===== src/rtl/pipeline_hazard_controller_if.sv =====
// Hazard-control bus between the ID/EX/MEM datapath and the stall/flush sequencer.
interface pipeline_hazard_controller_if #(
  parameter int NB_REG_ADDR = 5,
  parameter int NB_CNT      = 16
);
  logic                   i_valid_id;
  logic [NB_REG_ADDR-1:0] i_rs_id;
  logic [NB_REG_ADDR-1:0] i_rt_id;
  logic                   i_uses_rt_id;
  logic                   i_mem_read_ex;
  logic [NB_REG_ADDR-1:0] i_rd_ex;
  logic                   i_branch_taken;
  logic                   i_mem_busy;
  logic                   o_stall_pc;
  logic                   o_stall_if_id;
  logic                   o_bubble_ex;
  logic                   o_flush_if_id;
  logic                   o_stall_all;
  logic [1:0]             o_state;
  logic [NB_CNT-1:0]      o_stall_count;

  // datapath side: reports pipeline status, receives hold/bubble/flush
  modport master (
    output i_valid_id, i_rs_id, i_rt_id, i_uses_rt_id, i_mem_read_ex, i_rd_ex,
           i_branch_taken, i_mem_busy,
    input  o_stall_pc, o_stall_if_id, o_bubble_ex, o_flush_if_id, o_stall_all,
           o_state, o_stall_count
  );

  // sequencer side
  modport slave (
    input  i_valid_id, i_rs_id, i_rt_id, i_uses_rt_id, i_mem_read_ex, i_rd_ex,
           i_branch_taken, i_mem_busy,
    output o_stall_pc, o_stall_if_id, o_bubble_ex, o_flush_if_id, o_stall_all,
           o_state, o_stall_count
  );
endinterface


===== src/rtl/pipeline_hazard_controller.sv =====
// Stall/flush sequencer for the 5-stage core: load-use stall, data-memory
// wait freeze and taken-branch IF/ID flush, plus a saturating stall counter.
module pipeline_hazard_controller #(
  parameter int NB_REG_ADDR  = 5,
  parameter int N_FLUSH      = 1,
  parameter int NB_FLUSH_CNT = 3,
  parameter int NB_CNT       = 16
) (
  input  logic                         i_clock,
  input  logic                         i_reset,
  pipeline_hazard_controller_if.slave  hz
);

  typedef enum logic [1:0] {RUN = 2'd0, MEM_WAIT = 2'd1, FLUSH = 2'd2} state_e;

  state_e                  state_q, state_d;
  logic [NB_FLUSH_CNT-1:0] flush_cnt_q, flush_cnt_d;
  logic [NB_CNT-1:0]       stall_count_q, stall_count_d;

  logic load_use;
  logic stall_pc, stall_if_id, bubble_ex, flush_if_id, stall_all;

  // forwarding cannot cover a load whose result is needed by the very next instruction
  always_comb begin
    load_use = hz.i_valid_id & hz.i_mem_read_ex & (hz.i_rd_ex != '0)
             & ((hz.i_rs_id == hz.i_rd_ex) | (hz.i_uses_rt_id & (hz.i_rt_id == hz.i_rd_ex)));
  end

  // state, flush counter and stall counter registers
  always_ff @(posedge i_clock) begin
    if (i_reset) begin
      state_q       <= RUN;
      flush_cnt_q   <= '0;
      stall_count_q <= '0;
    end else begin
      state_q       <= state_d;
      flush_cnt_q   <= flush_cnt_d;
      stall_count_q <= stall_count_d;
    end
  end

  // next state; MEM_WAIT with memory ready behaves exactly like RUN because ID was frozen
  always_comb begin
    state_d     = state_q;
    flush_cnt_d = flush_cnt_q;
    case (state_q)
      RUN, MEM_WAIT: begin
        if (hz.i_mem_busy) begin
          state_d = MEM_WAIT;
        end else if (hz.i_branch_taken && (N_FLUSH > 1)) begin
          state_d     = FLUSH;
          flush_cnt_d = NB_FLUSH_CNT'(N_FLUSH - 1);
        end else begin
          state_d = RUN;
        end
      end
      FLUSH: begin
        // a memory stall pauses the flush sequence without consuming a flush cycle
        if (!hz.i_mem_busy) begin
          if (flush_cnt_q == NB_FLUSH_CNT'(1)) state_d = RUN;
          else                                 flush_cnt_d = flush_cnt_q - 1'b1;
        end
      end
      default: state_d = RUN;
    endcase
  end

  // pipeline controls; memory freeze always wins and excludes every other control
  always_comb begin
    stall_pc    = 1'b0;
    stall_if_id = 1'b0;
    bubble_ex   = 1'b0;
    flush_if_id = 1'b0;
    stall_all   = 1'b0;
    if (!i_reset) begin
      case (state_q)
        RUN, MEM_WAIT: begin
          if (hz.i_mem_busy)          stall_all   = 1'b1;
          else if (hz.i_branch_taken) flush_if_id = 1'b1;
          else if (load_use) begin
            stall_pc    = 1'b1;
            stall_if_id = 1'b1;
            bubble_ex   = 1'b1;
          end
        end
        FLUSH: begin
          // ID holds wrong-path code here, so branch and load-use are ignored
          if (hz.i_mem_busy) stall_all   = 1'b1;
          else               flush_if_id = 1'b1;
        end
        default: ;
      endcase
    end
  end

  // saturating stall-cycle counter
  always_comb begin
    stall_count_d = stall_count_q;
    if ((stall_pc | stall_all) && (stall_count_q != {NB_CNT{1'b1}}))
      stall_count_d = stall_count_q + 1'b1;
  end

  assign hz.o_stall_pc    = stall_pc;
  assign hz.o_stall_if_id = stall_if_id;
  assign hz.o_bubble_ex   = bubble_ex;
  assign hz.o_flush_if_id = flush_if_id;
  assign hz.o_stall_all   = stall_all;
  assign hz.o_state       = state_q;
  assign hz.o_stall_count = stall_count_q;

endmodule


===== src/flat_wrapper.sv =====
// flat-port wrapper written by rule: the top's interface ports become plain ports
module pipeline_hazard_controller_flat 
#(
  parameter int NB_REG_ADDR  = 5,
  parameter int N_FLUSH      = 1,
  parameter int NB_FLUSH_CNT = 3,
  parameter int NB_CNT       = 16
)
  (i_clock, i_reset, hz_i_valid_id, hz_i_rs_id, hz_i_rt_id, hz_i_uses_rt_id, hz_i_mem_read_ex, hz_i_rd_ex, hz_i_branch_taken, hz_i_mem_busy, hz_o_stall_pc, hz_o_stall_if_id, hz_o_bubble_ex, hz_o_flush_if_id, hz_o_stall_all, hz_o_state, hz_o_stall_count);
  pipeline_hazard_controller_if #(.NB_REG_ADDR(NB_REG_ADDR), .NB_CNT(NB_CNT)) hz_i ();
  input  logic i_clock;
  input  logic i_reset;
  input wire logic [$bits(hz_i.i_valid_id)-1:0] hz_i_valid_id;
  input wire logic [$bits(hz_i.i_rs_id)-1:0] hz_i_rs_id;
  input wire logic [$bits(hz_i.i_rt_id)-1:0] hz_i_rt_id;
  input wire logic [$bits(hz_i.i_uses_rt_id)-1:0] hz_i_uses_rt_id;
  input wire logic [$bits(hz_i.i_mem_read_ex)-1:0] hz_i_mem_read_ex;
  input wire logic [$bits(hz_i.i_rd_ex)-1:0] hz_i_rd_ex;
  input wire logic [$bits(hz_i.i_branch_taken)-1:0] hz_i_branch_taken;
  input wire logic [$bits(hz_i.i_mem_busy)-1:0] hz_i_mem_busy;
  output wire logic [$bits(hz_i.o_stall_pc)-1:0] hz_o_stall_pc;
  output wire logic [$bits(hz_i.o_stall_if_id)-1:0] hz_o_stall_if_id;
  output wire logic [$bits(hz_i.o_bubble_ex)-1:0] hz_o_bubble_ex;
  output wire logic [$bits(hz_i.o_flush_if_id)-1:0] hz_o_flush_if_id;
  output wire logic [$bits(hz_i.o_stall_all)-1:0] hz_o_stall_all;
  output wire logic [$bits(hz_i.o_state)-1:0] hz_o_state;
  output wire logic [$bits(hz_i.o_stall_count)-1:0] hz_o_stall_count;
  assign hz_i.i_valid_id = hz_i_valid_id;
  assign hz_i.i_rs_id = hz_i_rs_id;
  assign hz_i.i_rt_id = hz_i_rt_id;
  assign hz_i.i_uses_rt_id = hz_i_uses_rt_id;
  assign hz_i.i_mem_read_ex = hz_i_mem_read_ex;
  assign hz_i.i_rd_ex = hz_i_rd_ex;
  assign hz_i.i_branch_taken = hz_i_branch_taken;
  assign hz_i.i_mem_busy = hz_i_mem_busy;
  assign hz_o_stall_pc = hz_i.o_stall_pc;
  assign hz_o_stall_if_id = hz_i.o_stall_if_id;
  assign hz_o_bubble_ex = hz_i.o_bubble_ex;
  assign hz_o_flush_if_id = hz_i.o_flush_if_id;
  assign hz_o_stall_all = hz_i.o_stall_all;
  assign hz_o_state = hz_i.o_state;
  assign hz_o_stall_count = hz_i.o_stall_count;
  pipeline_hazard_controller #(.NB_REG_ADDR(NB_REG_ADDR), .N_FLUSH(N_FLUSH), .NB_FLUSH_CNT(NB_FLUSH_CNT), .NB_CNT(NB_CNT)) u_core (.i_clock(i_clock), .i_reset(i_reset), .hz(hz_i));
endmodule

===== config.mk =====
export PLATFORM = sky130hd
export DESIGN_NAME = pipeline_hazard_controller_flat
export DESIGN_NICKNAME = d
export VERILOG_FILES = /design/src/rtl/pipeline_hazard_controller_if.sv /design/src/rtl/pipeline_hazard_controller.sv /design/src/flat_wrapper.sv
export SDC_FILE = /design/constraint.sdc
export NUM_CORES = 1
export LEC_CHECK = 0
export ABC_AREA = 1
export BUFFER_PORTS_ARGS = -buffer_cell sky130_fd_sc_hd__buf_2
export CORE_ASPECT_RATIO = 0.8
export CORE_MARGIN = 4
export CORE_UTILIZATION = 45
export CTS_BUF_LIST = sky130_fd_sc_hd__clkbuf_2
export DETAILED_ROUTE_END_ITERATION = 10
export GPL_ROUTABILITY_DRIVEN = 0
export PLACE_DENSITY = 0.77
export SLEW_MARGIN = 5
export SYNTH_ARGS = -nofsm -noshare
export SYNTH_HDL_FRONTEND = slang
export SYNTH_SLANG_ARGS = --single-unit

===== constraint.sdc =====
create_clock -name i_clock -period 2.1 [get_ports i_clock]
set_input_delay 0.21 -clock i_clock [delete_from_list [all_inputs] [get_ports i_clock]]
set_output_delay 0.21 -clock i_clock [all_outputs]
set_load 0.005 [all_outputs]

# Yosys cells after proc, flatten, opt, wreduce, memory -nomap -nowiden
# Index checks and enable logic that the tools add are counted.
[totals]
ff_bits = 21
latch_bits = 0
ram_bits = 0
romBits = 0
inputBits = 22
output_inout_bits = 23
word_cells = 45
mem_count = 0
[classes]
add_sub_neg = 2
mul = 0
div_mod_pow = 0
magnitude_cmp = 0
n_eq_ne = 8
shifts = 0
muxes = 17
bitwise_logic = 8
reduce_logical = 7
[ops]
columns = ["operator", "count"]
rows = [
  ["16-bit by 1-bit adder with 16-bit output, second input constant", 1],
  ["16-bit != test, second input constant", 1],
  ["1-bit 2-to-1 mux", 13],
  ["5-bit == test", 2],
  ["5-bit nonzero test", 1],
  ["1-bit bitwise AND", 4],
  ["2-bit 2-to-1 mux", 2],
  ["2-bit one-hot mux with 2 select lines", 1],
  ["3-bit by 1-bit == test with 1-bit output, second input constant", 1],
  ["3-bit AND reduction", 1],
  ["3-bit OR reduction", 1],
  ["3-bit by 1-bit subtractor with 3-bit output, second input constant", 1],
  ["2-bit by 1-bit == test with 1-bit output, second input constant", 1],
  ["2-bit == test, second input constant", 1],
  ["2-bit zero test", 1],
  ["2-bit by 1-bit != test with 1-bit output, second input constant", 1],
  ["2-bit != test, second input constant", 1],
  ["1-bit inverter", 2],
  ["1-bit OR", 2],
  ["1-bit one-hot mux with 2 select lines", 1],
  ["2-bit AND reduction", 1],
  ["2-bit OR reduction", 1],
  ["1-bit logical AND", 1],
]

# Logic depth before layout (Yosys ltp)
[depth]
ltp_word = 11
ltp_mapped = 13
mapped_depth_nobuf = 12

# Least setup slack after synthesis
# Ideal clock, no wire load.
[synth_path]
path_kind = "register -> register"
from = "register u_core.stall_count_q[0], in the netlist u_core.hz.o_stall_count[0]"
to = "register u_core.stall_count_q[5], in the netlist u_core.hz.o_stall_count[5]"
setup_time_ns = 0.115
t_arrival_ns = 1.323
required_ns = 1.985
slack_ns = 0.662
path_stages_with_launch = 12
path_buffers = 1
synth_period_minus_slack_ns = 1.438
cell_sequence = "dfxtp_1 ha_1 nand2_1 inv_1 nand3b_1 inv_2 nand4_2 buf_6 nand2_2 inv_1 a21oi_1 nor2_1"
[synth_via]
elab_chain_len = 2
elab_cells_between_ends = 3
classes_between = "add/sub (1); eq/ne (1); reduce/logical (1)"
[synth_lines]
columns = ["item", "line_no", "rtl"]
rows = [
  ["from (decl)", "pipeline_hazard_controller.sv:18", "logic [NB_CNT-1:0] stall_count_q, stall_count_d;"],
  ["from (signal assigned)", "pipeline_hazard_controller.sv:38", "stall_count_q <= stall_count_d;"],
  ["parallel branches: the longest is 2 deep, another holds 16-bit by 1-bit adder with 16-bit output", "n/a", ""],
]
# Several ways; the timed one is not identified.
# A chain may end at the register's enable or synchronous reset.

# Worst setup path after layout
[layout_path]
from = "register u_core.stall_count_q[0], in the netlist u_core.hz.o_stall_count[0]"
to = "register u_core.stall_count_q[6], in the netlist u_core.hz.o_stall_count[6]"
# The elaborated chain is that of the path after synthesis.

==> flow_summary.yaml <==
route:
  detail_route.wl_per_cell_um: 9.27
  via_count: 1278
  drt-initial-drc-count: 60
  ant_nets: 0
  routed_wl_um: 2620
  first_pass_iters: 4
  vias_per_cell: 4.53
  drc: 0
finish:
  final_area_um2: 1420
  fin_nets: 270
  layout_commonest_cell: "nand2_1"
  layout-drive-gt1-share_pct: 25.2
  fill_cells: 237
  final_cell_mix: "nand2_1, buf_2, nor2_1"
  diodes: 0
  area_growth_pct: 18.6
  fin_util_pct: 56.8
sta:
  post-route-min-period_ns: 1.71
  tns_ns: 0
  timing.final.crit_share_pct: 81.2
  rsz0062_at_grt: "false"
  fmax_mhz: 586
  finalSetupViolations: 0
  holdWs_ns: 0.185
  slew_violations: 0
  finalHoldViolations: 0
  clock_skew_ns: 0.0174
floorplan:
  dieHeight_um: 54.2
  die_area_um2: 3560
  start_util_pct: 47.9
  io_pins: 45
  num_rows: 16
  chipWidth_um: 65.7
  core_area_um2: 2500
cts:
  clk_pin_slew_ns: 0.19
  clock_sinks: 17
  clk-insertion-delay-late_ns: 0.32
  htreeDepth: 1
  cts_inserted_buffers: 3
  post_cts_buffers: 0
  post_cts_resized: 0
  max-clock-path-buffers: 2
  cts_hold_buf: 0
  tritoncts: "yes"
  clockRootBuffer: "clkbuf_2"
min_path:
  min_path_cells: 3
  hp-class: "in -> reg"
synth:
  synth_warnings: 0
  synth_nets: 229
  syn_inst: 206
  ys_ff_latch: 17
  avgSynthCellArea_um2: 5.82
  ys.flop_type: "dfxtp_1"
  synth_edf_count: 0
  synth_area_um2: 1200
  synth-async-reset-ratio_pct: 0
  synth-seq-area-share_pct: 28.4
  synthDistinctLibCells: 21
critical_path:
  path_class: "reg -> reg"
  arrival_ns: 1.96
  reg2reg_to: "u_core.hz.o_stall_count[6]$_SDFFE_PP0P_"
  worst_ep_required_time_ns: 2.35
  critPathCapture: "u_core.hz.o_stall_count[6]$_SDFFE_PP0P_"
  crit_fanout: 11
  reg2reg_from: "u_core.hz.o_stall_count[0]$_SDFFE_PP0P_"
  cp-startpoint: "u_core.hz.o_stall_count[0]$_SDFFE_PP0P_"
  r2r_cells: 12
  cp-start-kind: "register"
  cp-end-kind: "register"
  rrSetupSlack_ns: 0.39
grt:
  grt_util_met1_pct: 20.2
  grt_usage_pct: 16.1
  met3_usage_pct: 5.01
  grt-busiest-layer: "met2"
  antenna_found_initial: 0
  grt_pass1_vias: 1085
  grt_first_pass_wirelength_um: 4440
  grt_max_degree: 31
  grt_remaining_overflow: 0
  gr-usage-met2_pct: 26.8
power_and_ir_drop:
  p_leak_nw: 0.841
  vdd.ir_drop.worst_uv: 288
  pwr_density_cell_nw_per_um2: 410
flow_run:
  drv_cap: 0
place:
  dp_hpwl_um: 2030
  place_area_um2: 1400
  io_buffers: 43
outcome:
  outcome: "finished clean"
[layout make-up]
class,count,area [µm²],area share [%]
multi-input combinational,150,677,47.6
clock buffer,3,15.0,1.06
inverter,31,116,8.19
timing repair buffer,44,223,15.7
clock inverter,1,5.00,0.352
sequential,17,340,23.9
tap,36,45.0,3.17
[synthesized netlist by cell type (2+ instances only)]
master    number  area share, %
nand4_1        3            1.6
inv_1         24            7.5
nand3b_1       2            1.3
nand2_4        2            1.9
nor2_1        38             12
nand2_1       60             19
buf_4          5            3.1
dfxtp_1       17             28
nand2_2        4            2.1
a21oi_1       15            6.3
buf_6          2            1.9
inv_2          6            1.9
nor3_1         3            1.3
nand3_1       18            7.5
[layer usage]
metal	up-vias	part of all wire, %
met3	4	6.2
met5	-	0
met2	30	43
met4	0	1.1
met1	535	50
li1	709	-
[flip-flops by register name, indices dropped and copies added (netlist names)]
name,cells
u_core.hz.o_stall_count,16
u_core.hz.o_state,1
[worst min-delay path by stage]
| stage | startpoint | end | slack [ns] |
|---|---|---|---|
| CTS | hz_i_mem_busy | u_core.hz.o_state[0]$_SDFF_PP0_ | 0.17 |
| detailed placement | u_core.hz.o_stall_count[1]$_SDFFE_PP0P_ | u_core.hz.o_stall_count[1]$_SDFFE_PP0P_ | 0.53 |
| finish | hz_i_mem_busy | u_core.hz.o_state[0]$_SDFF_PP0_ | 0.19 |
| global placement | u_core.hz.o_stall_count[1]$_SDFFE_PP0P_ | u_core.hz.o_stall_count[1]$_SDFFE_PP0P_ | 0.52 |
| floorplan | hz_i_mem_busy | u_core.hz.o_state[0]$_SDFF_PP0_ | 0.39 |
| global route | hz_i_mem_busy | u_core.hz.o_state[0]$_SDFF_PP0_ | 0.20 |
[stage by stage]
step / power (W) / setup WS [ns] / std cells
detailed placement: 0.000431 / 0.397 / 278
global route: 0.000613 / 0.168 / 282
CTS: 0.000590 / 0.392 / 282
global placement: 0.000430 / 0.437 / 278
finish: 0.000582 / 0.394 / 282
floorplan: 0.000396 / 0.662 / 206
[power breakdown]
part	switching (W)	internal (W)	leakage, nW	total [W]
Clock	0.000115	0.0000431	0.0164	0.000158
Combinational	0.0000540	0.0000406	0.687	0.0000946
Sequential	0.00000328	0.000327	0.138	0.000330
[kinds of logic after synthesis]
kind of cell / count (synthesis) / synth area share (%)
simple gates: 132 / 48.1
buf+inv: 39 / 15.1
flops: 17 / 28.4
compound gates: 15 / 6.26
xor+xnor: 1 / 0.731
fa+ha+maj: 1 / 1.04
other cells: 1 / 0.313
[worst max-delay path: stages (launching register included)]
cell and delay (ns):
dfxtp_1 0.43, ha_1 0.19, nand2_1 0.05, inv_1 0.07
nand3b_1 0.09, inv_2 0.08, nand4_2 0.26, nand2_1 0.21
inv_1 0.06, nand2_2 0.07, nand2_1 0.05, nand2_1 0.05
nor2_1 0.03
Note: power is estimated with default switching activity, not from simulation.
